===== src/rtl/team_00_step_timer.sv =====
// team_00_step_timer: millisecond/step timing front end for the GPIO sequencer.
// Generates a one-cycle `step` strobe every `prescaler` ms, plus a wrapping
// step index and a `last` flag for the one-hot shifter and done logic.
// Optional feature macro: TEAM_00_LIVE_PRESCALE_EN -- when defined, the step
// period reloads from `prescaler` on every step instead of only at LOAD.
module team_00_step_timer #(
  parameter int CYCLES_PER_MS = 10000,
  parameter int STEPS         = 34
) (
  input  logic        clk,
  input  logic        nrst,
  input  logic        en,
  input  logic [13:0] prescaler,
  input  logic        start,
  input  logic        stop,
  output logic        running,
  output logic        ms_tick,
  output logic        step,
  output logic [5:0]  step_idx,
  output logic        last
);

  // Guard the degenerate one-cycle-per-ms case so the counter keeps a legal width.
  localparam int             CW       = (CYCLES_PER_MS > 1) ? $clog2(CYCLES_PER_MS) : 1;
  localparam logic [CW-1:0]  CYC_LAST = CW'(CYCLES_PER_MS - 1);
  localparam logic [5:0]     IDX_LAST = 6'(STEPS - 1);

  typedef enum logic [1:0] {
    IDLE = 2'd0,
    LOAD = 2'd1,
    RUN  = 2'd2
  } state_t;

  state_t        state_reg, state_next;
  logic [CW-1:0] cyc_cnt_reg, cyc_cnt_next;
  logic [13:0]   ms_cnt_reg, ms_cnt_next;
  logic [13:0]   period_reg, period_next;
  logic [5:0]    step_idx_reg, step_idx_next;

  logic [13:0]   prescale_clamped;
  logic          halt;
  logic          in_run;
  logic          cyc_wrap;
  logic          period_wrap;

  // A prescaler of 0 behaves like 1 ms so the block never stalls.
  assign prescale_clamped = (prescaler == 14'd0) ? 14'd1 : prescaler;

  // Disable or stop takes effect in the same cycle: no strobe is issued while halting.
  assign halt        = !en || stop;
  assign in_run      = (state_reg == RUN) && !halt;
  assign cyc_wrap    = (cyc_cnt_reg == CYC_LAST);
  assign period_wrap = (ms_cnt_reg == (period_reg - 14'd1));

  assign running  = (state_reg == LOAD) || (state_reg == RUN);
  assign ms_tick  = in_run && cyc_wrap;
  assign step     = ms_tick && period_wrap;
  assign last     = step && (step_idx_reg == IDX_LAST);
  assign step_idx = step_idx_reg;

  // Next-state and counter update: halt first, then the IDLE -> LOAD -> RUN sequence.
  always_comb begin
    state_next    = state_reg;
    cyc_cnt_next  = cyc_cnt_reg;
    ms_cnt_next   = ms_cnt_reg;
    period_next   = period_reg;
    step_idx_next = step_idx_reg;

    if (halt) begin
      state_next    = IDLE;
      cyc_cnt_next  = '0;
      ms_cnt_next   = '0;
      step_idx_next = '0;
    end else begin
      case (state_reg)
        IDLE: begin
          cyc_cnt_next  = '0;
          ms_cnt_next   = '0;
          step_idx_next = '0;
          if (start) begin
            state_next = LOAD;
          end
        end
        LOAD: begin
          period_next   = prescale_clamped;
          cyc_cnt_next  = '0;
          ms_cnt_next   = '0;
          step_idx_next = '0;
          state_next    = RUN;
        end
        RUN: begin
          if (cyc_wrap) begin
            cyc_cnt_next = '0;
            if (period_wrap) begin
              ms_cnt_next   = '0;
              step_idx_next = (step_idx_reg == IDX_LAST) ? 6'd0 : step_idx_reg + 6'd1;
`ifdef TEAM_00_LIVE_PRESCALE_EN
              // New period applies from the following step onward.
              period_next   = prescale_clamped;
`endif
            end else begin
              ms_cnt_next = ms_cnt_reg + 14'd1;
            end
          end else begin
            cyc_cnt_next = cyc_cnt_reg + CW'(1);
          end
        end
        default: begin
          state_next    = IDLE;
          cyc_cnt_next  = '0;
          ms_cnt_next   = '0;
          step_idx_next = '0;
        end
      endcase
    end
  end

  // State and counter registers with synchronous active-low reset.
  always_ff @(posedge clk) begin
    if (!nrst) begin
      state_reg    <= IDLE;
      cyc_cnt_reg  <= '0;
      ms_cnt_reg   <= '0;
      period_reg   <= 14'd1;
      step_idx_reg <= '0;
    end else begin
      state_reg    <= state_next;
      cyc_cnt_reg  <= cyc_cnt_next;
      ms_cnt_reg   <= ms_cnt_next;
      period_reg   <= period_next;
      step_idx_reg <= step_idx_next;
    end
  end

endmodule


===== config.mk =====
export PLATFORM = sky130hd
export DESIGN_NAME = team_00_step_timer
export DESIGN_NICKNAME = d
export VERILOG_FILES = /design/src/rtl/team_00_step_timer.sv
export SDC_FILE = /design/constraint.sdc
export NUM_CORES = 1
export LEC_CHECK = 0
export CAP_MARGIN = 25
export CORE_AREA = 3 3 87 89
export DETAILED_ROUTE_END_ITERATION = 12
export DIE_AREA = 0 0 90 92
export PLACE_DENSITY_LB_ADDON = 0.25
export SYNTH_ARGS = -nofsm -noshare
export SYNTH_HDL_FRONTEND = slang
export SYNTH_SLANG_ARGS = --single-unit

===== constraint.sdc =====
create_clock -name clk -period 3.8 [get_ports clk]
set_clock_uncertainty 0.05 [all_clocks]
set_input_delay 0.57 -clock clk [delete_from_list [all_inputs] [get_ports clk]]
set_output_delay 0.57 -clock clk [all_outputs]
set_load 0.01 [all_outputs]

# After elaboration in Yosys (flattened, before gate mapping)
# Cells that the tools add are included.
# Widths: inputs -> output; s select.
[classes]
n_addsub = 4
n_eq_ne = 6
mux = 5
bitwise_logic = 3
reduce_logical = 16
[ops]
columns = ["operator", "count"]
rows = [
  ["$add 14x1->14 const B", 2],
  ["$mux 14", 2],
  ["$eq 14x14->1", 1],
  ["$eq 14x14->1 const B", 1],
  ["$logic_not 14->1", 1],
  ["$sub 14x1->14 const B", 1],
  ["$add 6x1->6 const B", 1],
  ["$eq 6x6->1 const B", 1],
  ["$mux 6", 1],
  ["$pmux 2 s3", 1],
  ["$reduce_and 2->1", 3],
  ["$logic_and 1x1->1", 4],
  ["$reduce_or 4->1", 1],
  ["$not 1->1", 3],
  ["$reduce_or 3->1", 1],
  ["$eq 2x1->1 const B", 1],
  ["$eq 2x2->1 const B", 1],
  ["$logic_not 1->1", 2],
  ["$logic_not 2->1", 1],
  ["$logic_or 1x1->1", 2],
  ["$mux 2", 1],
  ["$ne 2x2->1 const B", 1],
  ["$reduce_or 2->1", 1],
]
[word_totals]
reg_bits = 50
output_inout_bits = 10
wordCells = 39

# Logic depth before layout (Yosys ltp)
# Gate-level depths: netlist of the first run.
[depth]
depth_word = 7
mapped_depth = 12
ltp_nobuf = 9

# Worst setup path after synthesis of the first run
# OpenSTA, ideal clock, no wires.
[synth_path]
path_kind = "register to output"
from = "reg period_reg[0]"
to = "out last"
t_arrival_ns = 2.832
t_required_ns = 3.180
setup_slack_ns = 0.348
stages_incl_launch_ff = 12
n_path_buf = 2
cell_sequence = "dfxtp_1 > buf_6 > inv_1 > ha_1 > nor3b_1 > a21oi_1 > nor4b_1 > o211ai_1 > or4_1 > buf_2 > nor2_1 > and2_1"
[synth_via]
elab_chain_len = 4
[synth_rtl]
columns = ["item", "line", "text"]
rows = [
  ["start: declaration", "37", "logic [13:0] period_reg, period_next;"],
  ["start signal: assignment", "130", "period_reg <= period_next;"],
  ["$sub 14x1->14", "53", "assign period_wrap = (ms_cnt_reg == (period_reg - 14'd1));"],
  ["$eq 14x14->1", "53", ""],
  ["$logic_and 1x1->1", "57", "assign step = ms_tick && period_wrap;"],
  ["via step", "18", "output logic step,"],
  ["$logic_and 1x1->1", "58", "assign last = step && (step_idx_reg == IDX_LAST);"],
  ["end: declaration", "20", "output logic last"],
]
# The timed path passes the listed nets, and every way through them passes these cells.

# Worst setup path after layout of the first run
[layout_path]
from = "reg period_reg[0]"
to = "out last"
[layout_via]
elab_chain_len = 4
[layout_rtl]
columns = ["item", "line"]
rows = [
  ["$sub 14x1->14", "53"],
  ["$eq 14x14->1", "53"],
  ["$logic_and 1x1->1", "57"],
  ["$logic_and 1x1->1", "58"],
]
# Every way passes these cells.

==> reports/metrics.cfg, run 1 <==
[layout]
fin_nets = 387
diodes = 0
final_area_um2 = 3237
finalNonFillerCells = 457
fillCellCount = 689
area_delta_synth_final_pct = 19.11
final_common_cell = dfxtp_1
final_cell_mix = 49 x dfxtp_1, 44 x nand2_1, 44 x nor2_1, 26 x clkdlybuf4s50_1, 22 x xor2_1
drive_above_1_share = 0.08587

[sta]
min_period_over_period = 0.9670
grt_setup_unrepaired = no
worst_pin_slew_ns = 0.6694
postLayoutSetupSlackWorst_ns = 0.1254
slew_headroom = 0.5535
setup_viol = 0
setup_tns_ns = 0
hold_violations = 0
slew_violations = 0
hold_ws_ns = 0.4272
fmax_mhz = 272.1
min_period_ns = 3.675

[setup_path]
r2r-end = ms_cnt_reg[8]
r2r_slack_ns = 0.75
end_kind = output port
crit_type = flip-flop to output port
worstSetupStartpoint = period_reg[0]
path_max_fanout = 4
reg2regPathDepth = 8
critPathArrivalTime_ns = 3.05
regToRegStartpoint = period_reg[0]
start_kind = flip-flop
critPathCapture = last
required_ns = 3.18

[clocking]
cts-root-buf = clkbuf_8
clock_latency_ns = 0.31
postCtsSetupBuffers = 0
cts.path.max_buffers = 2
cts_made_buffers = 5
cts_max_level = 2
cts_hold_buf = 0
clock_sinks = 50
tritoncts = done
clk_pin_slew_ns = 0.10

[placed_design]
dp.final_hpwl_mm = 4.219
placed_area_um2 = 3127
pre_cts_ws_ns = 0.06911
placedCellCount = 449
globalplace.congestion = 0.7819
io_buffer_count = 28

[grt]
antenna_found_initial = 0
grt_first_pass_wirelength_mm = 9.646
grt_overflow = 0
grt_use_total = 0.1410
grt_pass1_vias = 2120
grt_max_degree = 18

[power_and_ir_drop]
vdd.ir_drop.worst_mv = 0.1373
power_frac_seq = 0.588
pwr-share-clk = 0.360
pwr_density_cell_nw_per_um2 = 276.7
p_int_uw = 686.8
switchingPower_uw = 208.9
p_comb_frac = 0.052
p_leak_nw = 1.132
swShare = 0.2332

[flow_run]
maxCapViolCount = 0

[yosys]
syn_avg_cell_area_um2 = 8.285
synthTopCellsByArea = dfxtp_1 37%, xor2_1 7.1%, nor2_1 6.2%, nand2_1 6.1%, xnor2_1 5.8%
ys_warn_count = 0
async_flop_share = 0
yosys.area.top_type = dfxtp_1
synth_fa_ha_area_frac = 0.03683
synth-main-ff-cell = dfxtp_1
synth.area.mux_share = 0.01105
syn_nets = 355
synth-edff-count = 0
synth_compound_area_frac = 0.1110
synth_top_area_frac = 0.3683
synthCells = 328
ys_types = 51
synth-seq-cells = 50
synth_top_family_by_area = simple AND/OR/NAND/NOR gates
synthXorXnorAreaFrac = 0.1372
yosys.area_share.simple = 0.2974
yosysSeqAreaShare = 0.3683
syn_area_um2 = 2718

[floorplan]
core_area_um2 = 6832
fp.dieW_um = 90
rows = 30
start_util = 0.3978
dieArea_um2 = 8280
io_pins = 29
die_h_um = 92

[worst_hold_path]
holdPathStages = 1
hp-class = flip-flop to flip-flop

[outcome]
status = finished, final reports clean

[routing]
ant_nets = 0
drc = 0
vias_per_cell = 5.011
wl_per_cell_um = 11.93
drt_pass1_iterations = 4
dr.first_iter.drc_count = 81
wl_mm = 5.454
via_count = 2290

[cell usage after synthesis (2+ instances only)]
master	n
buf_2	2
and2_1	2
mux2i_1	3
xnor2_1	18
nor3_1	5
clkbuf_1	8
ha_1	8
xor2_1	22
or4_1	4
o21a_1	2
nand2_1	44
nor3b_1	2
inv_1	10
o21ai_0	4
o211ai_1	3
nand3_1	17
dfxtp_1	50
a21oi_1	8
a21boi_0	14
nor2_1	45
nor4_1	2
nand2b_1	2
nor4_2	2
nor4b_1	2
and3_1	12
and4_1	3
or3_1	2
o41ai_1	2
nand4_1	8
[per-layer routing]
metal	vias up	share of wire	global-route usage
met3	7	0.037	0.03199
li1	1191	-	-
met2	41	0.46	0.2346
met4	0	0.015	0.04974
met5	-	0	0
met1	1051	0.48	0.1794
[power by group through the flow]
stage,sequential (mW),combinational (mW),clock [mW]
2_1_floorplan,0.539,0.0199,0
3_3_place_gp,0.539,0.0464,0
3_5_place_dp,0.539,0.0469,0
4_1_cts,0.527,0.0473,0.338
5_1_grt,0.527,0.0513,0.363
6_report,0.526,0.0467,0.323
[final cells by class]
cell class,instances,area [um2],area share
tap,96,120.1,0.03711
timing repair buffer,38,354.1,0.1094
inverter,10,37.54,0.01160
multi-input combinational,255,1629,0.5033
sequential,50,1002,0.3096
clock buffer,5,68.82,0.02126
clock inverter,3,25.02,0.007731
[repair_timing]
| action | CTS | global route |
|---|---|---|
| pin swaps | 0 | 0 |
| endpoints found under the setup margin | 2 | 1 |
| gates resized for setup | 6 | 2 |
[critical path, cell delays in order, from the launching register on]
cell	delay, ns
dfxtp_1	0.34
or4_4	0.56
or3_1	0.33
o32a_1	0.29
a22o_1	0.23
or4_4	0.53
nor2_2	0.11
and2_1	0.13
clkdlybuf4s15_1	0.23
[kinds of logic (layout without fill, tap and decap cells)]
group / Yosys count / after routing
and+or+nand+nor: 161 / 161
DFF: 50 / 50
AOI/OAI and AO/OA: 42 / 42
xor gates and xnor gates: 41 / 41
buffers and inverters: 23 / 56
adders and majority gates: 8 / 8
muxes: 3 / 3
[worst min path at each step]
| stage | startpoint | endpoint | slack [ns] |
|---|---|---|---|
| floorplan | cyc_cnt_reg[0] | cyc_cnt_reg[0] | 0.38 |
| global placement | cyc_cnt_reg[0] | cyc_cnt_reg[0] | 0.40 |
| detailed placement | cyc_cnt_reg[0] | cyc_cnt_reg[0] | 0.41 |
| CTS | cyc_cnt_reg[0] | cyc_cnt_reg[0] | 0.43 |
| global route | cyc_cnt_reg[0] | cyc_cnt_reg[0] | 0.47 |
| finish | cyc_cnt_reg[0] | cyc_cnt_reg[0] | 0.43 |
[through the flow]
| stage | util | power, mW |
|---|---|---|
| global route | 0.4738 | 0.9414 |
| finish | 0.4738 | 0.8958 |
| detailed placement | 0.4577 | 0.5856 |
| global placement | 0.4577 | 0.5851 |
| floorplan | - | 0.5584 |
| CTS | 0.4729 | 0.9117 |
Note: power is estimated with default switching activity, not from simulation.
==> run 2, diff against run 1 <==
- CORE_AREA: 3 3 87 89 -> 3 3 97 99
- DIE_AREA: 0 0 90 92 -> 0 0 100 102
- SKIP_LAST_GASP: default -> 1
==> run 2 against run 1 <==
Net effect:
- flip-flop and latch count unchanged
- fmax decreased by 0.75%
- clock-buffer cell count unchanged
- die area increased by 23%
- critical path depth unchanged
- non-clock buffer count increased by 2
- cell count increased by 3.1%
- worst hold slack improved by 0.0012 ns
- critical endpoint unchanged
==> reports/metrics.cfg, run 2 (same netlist as run 1, synthesis figures left out) <==
[outcome]
status = finished, final reports clean

[sta]
postLayoutSetupSlackWorst_ns = 0.09766  ; -0.02776 ns
fmax_mhz = 270.1  ; -0.75%
worst_pin_slew_ns = 0.6677  ; -0.001682 ns
slew_violations = 0  ; unchanged
slew_headroom = 0.5546  ; +0.001123
grt_setup_unrepaired = no
min_period_over_period = 0.9743  ; +0.007305
setup_tns_ns = 0  ; unchanged
setup_viol = 0  ; unchanged
hold_violations = 0  ; unchanged
min_period_ns = 3.702  ; +0.02776 ns

[setup_path]
crit_type = flip-flop to output port
critPathArrivalTime_ns = 3.08  ; +0.03 ns
path_cells = or4_4 > or3_1 > o32a_1 > a22o_1 > or4_4 > nor2_2 > and2_1 > dlygate4sd2_1
path_max_fanout = 5  ; +1
end_kind = output port
start_kind = flip-flop
cpMostUsedCell = or4_4
crit_family = simple AND/OR/NAND/NOR gates
required_ns = 3.18  ; about the same
slowest_delay_ns = 0.55  ; about the same
cp_slowest_cell = or4_4
path_buf_inv = 1  ; unchanged

[floorplan]
io_pins = 29  ; unchanged
start_util = 0.3147  ; -0.08311
rows = 34  ; +13%
die_h_um = 102  ; +11%
dieArea_um2 = 10200  ; +23%
fp.dieW_um = 100  ; +11%
core_area_um2 = 8636  ; +26%

[power_and_ir_drop]
switchingPower_uw = 207.4  ; -0.72%
pwr_density_cell_nw_per_um2 = 292.3  ; +5.6%
p_comb_frac = 0.052  ; about the same
swShare = 0.2162  ; -0.01699
power_frac_seq = 0.549  ; -0.039
vdd.ir_drop.worst_mv = 0.1424  ; +3.7%
pwr-share-clk = 0.399  ; +0.039
p_leak_nw = 1.146  ; +1.2%
p_int_uw = 751.7  ; +9.4%

[layout]
drive_above_1_share = 0.09091  ; +0.005037
final_cell_mix = 48 x dfxtp_1, 44 x nand2_1, 44 x nor2_1, 26 x clkdlybuf4s50_1, 22 x xor2_1
final_common_cell = dfxtp_1
multi_input_area_um2 = 1624  ; -0.31%
seqCellArea_um2 = 1003  ; +0.12%
fillCellCount = 911  ; +32%
diodes = 0  ; unchanged
fin_nets = 389  ; +0.52%
area_delta_synth_final_pct = 20.76

[grt]
grt_first_pass_wirelength_mm = 9.542  ; -1.1%
antenna_found_initial = 0  ; unchanged
grt_pass1_vias = 2093  ; -1.3%
grt_max_degree = 18  ; unchanged
grt_use_total = 0.1150  ; -0.02607
grt_overflow = 0  ; unchanged

[clocking]
cts_made_buffers = 5  ; unchanged
clock_sinks = 50  ; unchanged
cts_hold_buf = 0  ; unchanged
cts-root-buf = clkbuf_8
cts_max_level = 2  ; unchanged
clock_latency_ns = 0.30  ; about the same
cts.path.max_buffers = 2  ; unchanged
tritoncts = done
clk_pin_slew_ns = 0.10  ; about the same

[routing]
via_count = 2272  ; -0.79%
wl_per_cell_um = 12.28  ; +2.9%
drt_pass1_iterations = 4  ; unchanged
vias_per_cell = 4.824  ; -3.7%
ant_nets = 0  ; unchanged
dr.first_iter.drc_count = 95  ; +17%
wl_mm = 5.782  ; +6.0%
drc = 0  ; unchanged

[placed_design]
pre_cts_ws_ns = 0.06541  ; -0.003697 ns
globalplace.congestion = 0.7708  ; -1.4%
dp.final_hpwl_mm = 4.470  ; +5.9%
io_buffer_count = 28  ; unchanged

[worst_hold_path]
hp-class = flip-flop to flip-flop

[flow_run]
maxCapViolCount = 0  ; unchanged

-- run 2: timing repair --
item | CTS | global route
pin swaps | 1 | 1
resized for setup | 3 | 4
setup endpoints to repair | 2 | 2
cloned | 0 | 0
buffers inserted | 0 | 0
-- run 2: layout make-up --
cell class              instances  share of cell area
multi-input cells             255              0.4949
flip-flops and latches         50              0.3058
repair buffers                 40              0.1121
well taps                     108             0.04117
clock buffers                   5             0.02097
clock inverters                 3             0.01372
inverters                      10             0.01144
-- run 2: path summary, 6_finish.rpt --
path,end,cells after the start,slack [ns],startpoint
setup / recovery,last,8,0.1,period_reg[0]
hold / removal,cyc_cnt_reg[0],1,0.43,cyc_cnt_reg[0]
setup reg to reg,ms_cnt_reg[6],8,0.70,period_reg[0]
hold reg to reg,cyc_cnt_reg[0],1,0.43,cyc_cnt_reg[0]
-- run 2: through the flow --
step	utilization	total power, mW	hold slack [ns]	instances	instance area (um2)
floorplan	-	0.5584	0.3803	328	2718
global placement	0.3655	0.5883	0.3988	463	3157
detailed placement	0.3655	0.5887	0.4105	463	3157
CTS	0.3787	0.9704	0.4358	471	3271
global route	0.3800	0.9951	0.4694	471	3282
finish	0.3800	0.9591	0.4285	471	3282
-- run 2: power by group through the flow --
stage / clock network (mW) / registers [mW] / logic (mW)
after global placement: 0 / 0.539 / 0.0497
after floorplan: 0 / 0.539 / 0.0199
after CTS: 0.394 / 0.526 / 0.0501
after detailed placement: 0 / 0.539 / 0.0500
after global routing: 0.414 / 0.527 / 0.0544
final: 0.383 / 0.526 / 0.0501
-- run 2: per-layer routing --
| metal | track usage | vias to the layer above | routed length (um) |
|---|---|---|---|
| li1 | - | 1196 | - |
| met3 | 0.02389 | 7 | 176 |
| met5 | 0 | - | 0 |
| met2 | 0.1888 | 29 | 2649 |
| met4 | 0.03523 | 0 | 91 |
| met1 | 0.1525 | 1040 | 2865 |
-- run 2: worst reg2reg max path, cell delays in order (launching register included) --
cell,delay [ns]
dfxtp_2,0.35
or4_4,0.55
or3_1,0.33
o32a_1,0.30
a22o_1,0.24
or4_4,0.53
buf_4,0.17
nand2_1,0.37
nor2_1,0.12
==> run 3, diff against run 2 <==
- GPL_ROUTABILITY_DRIVEN: default -> 0
==> results of run 3 <==
Same layout as run 2: the final DEF is identical, and so are final timing and power.
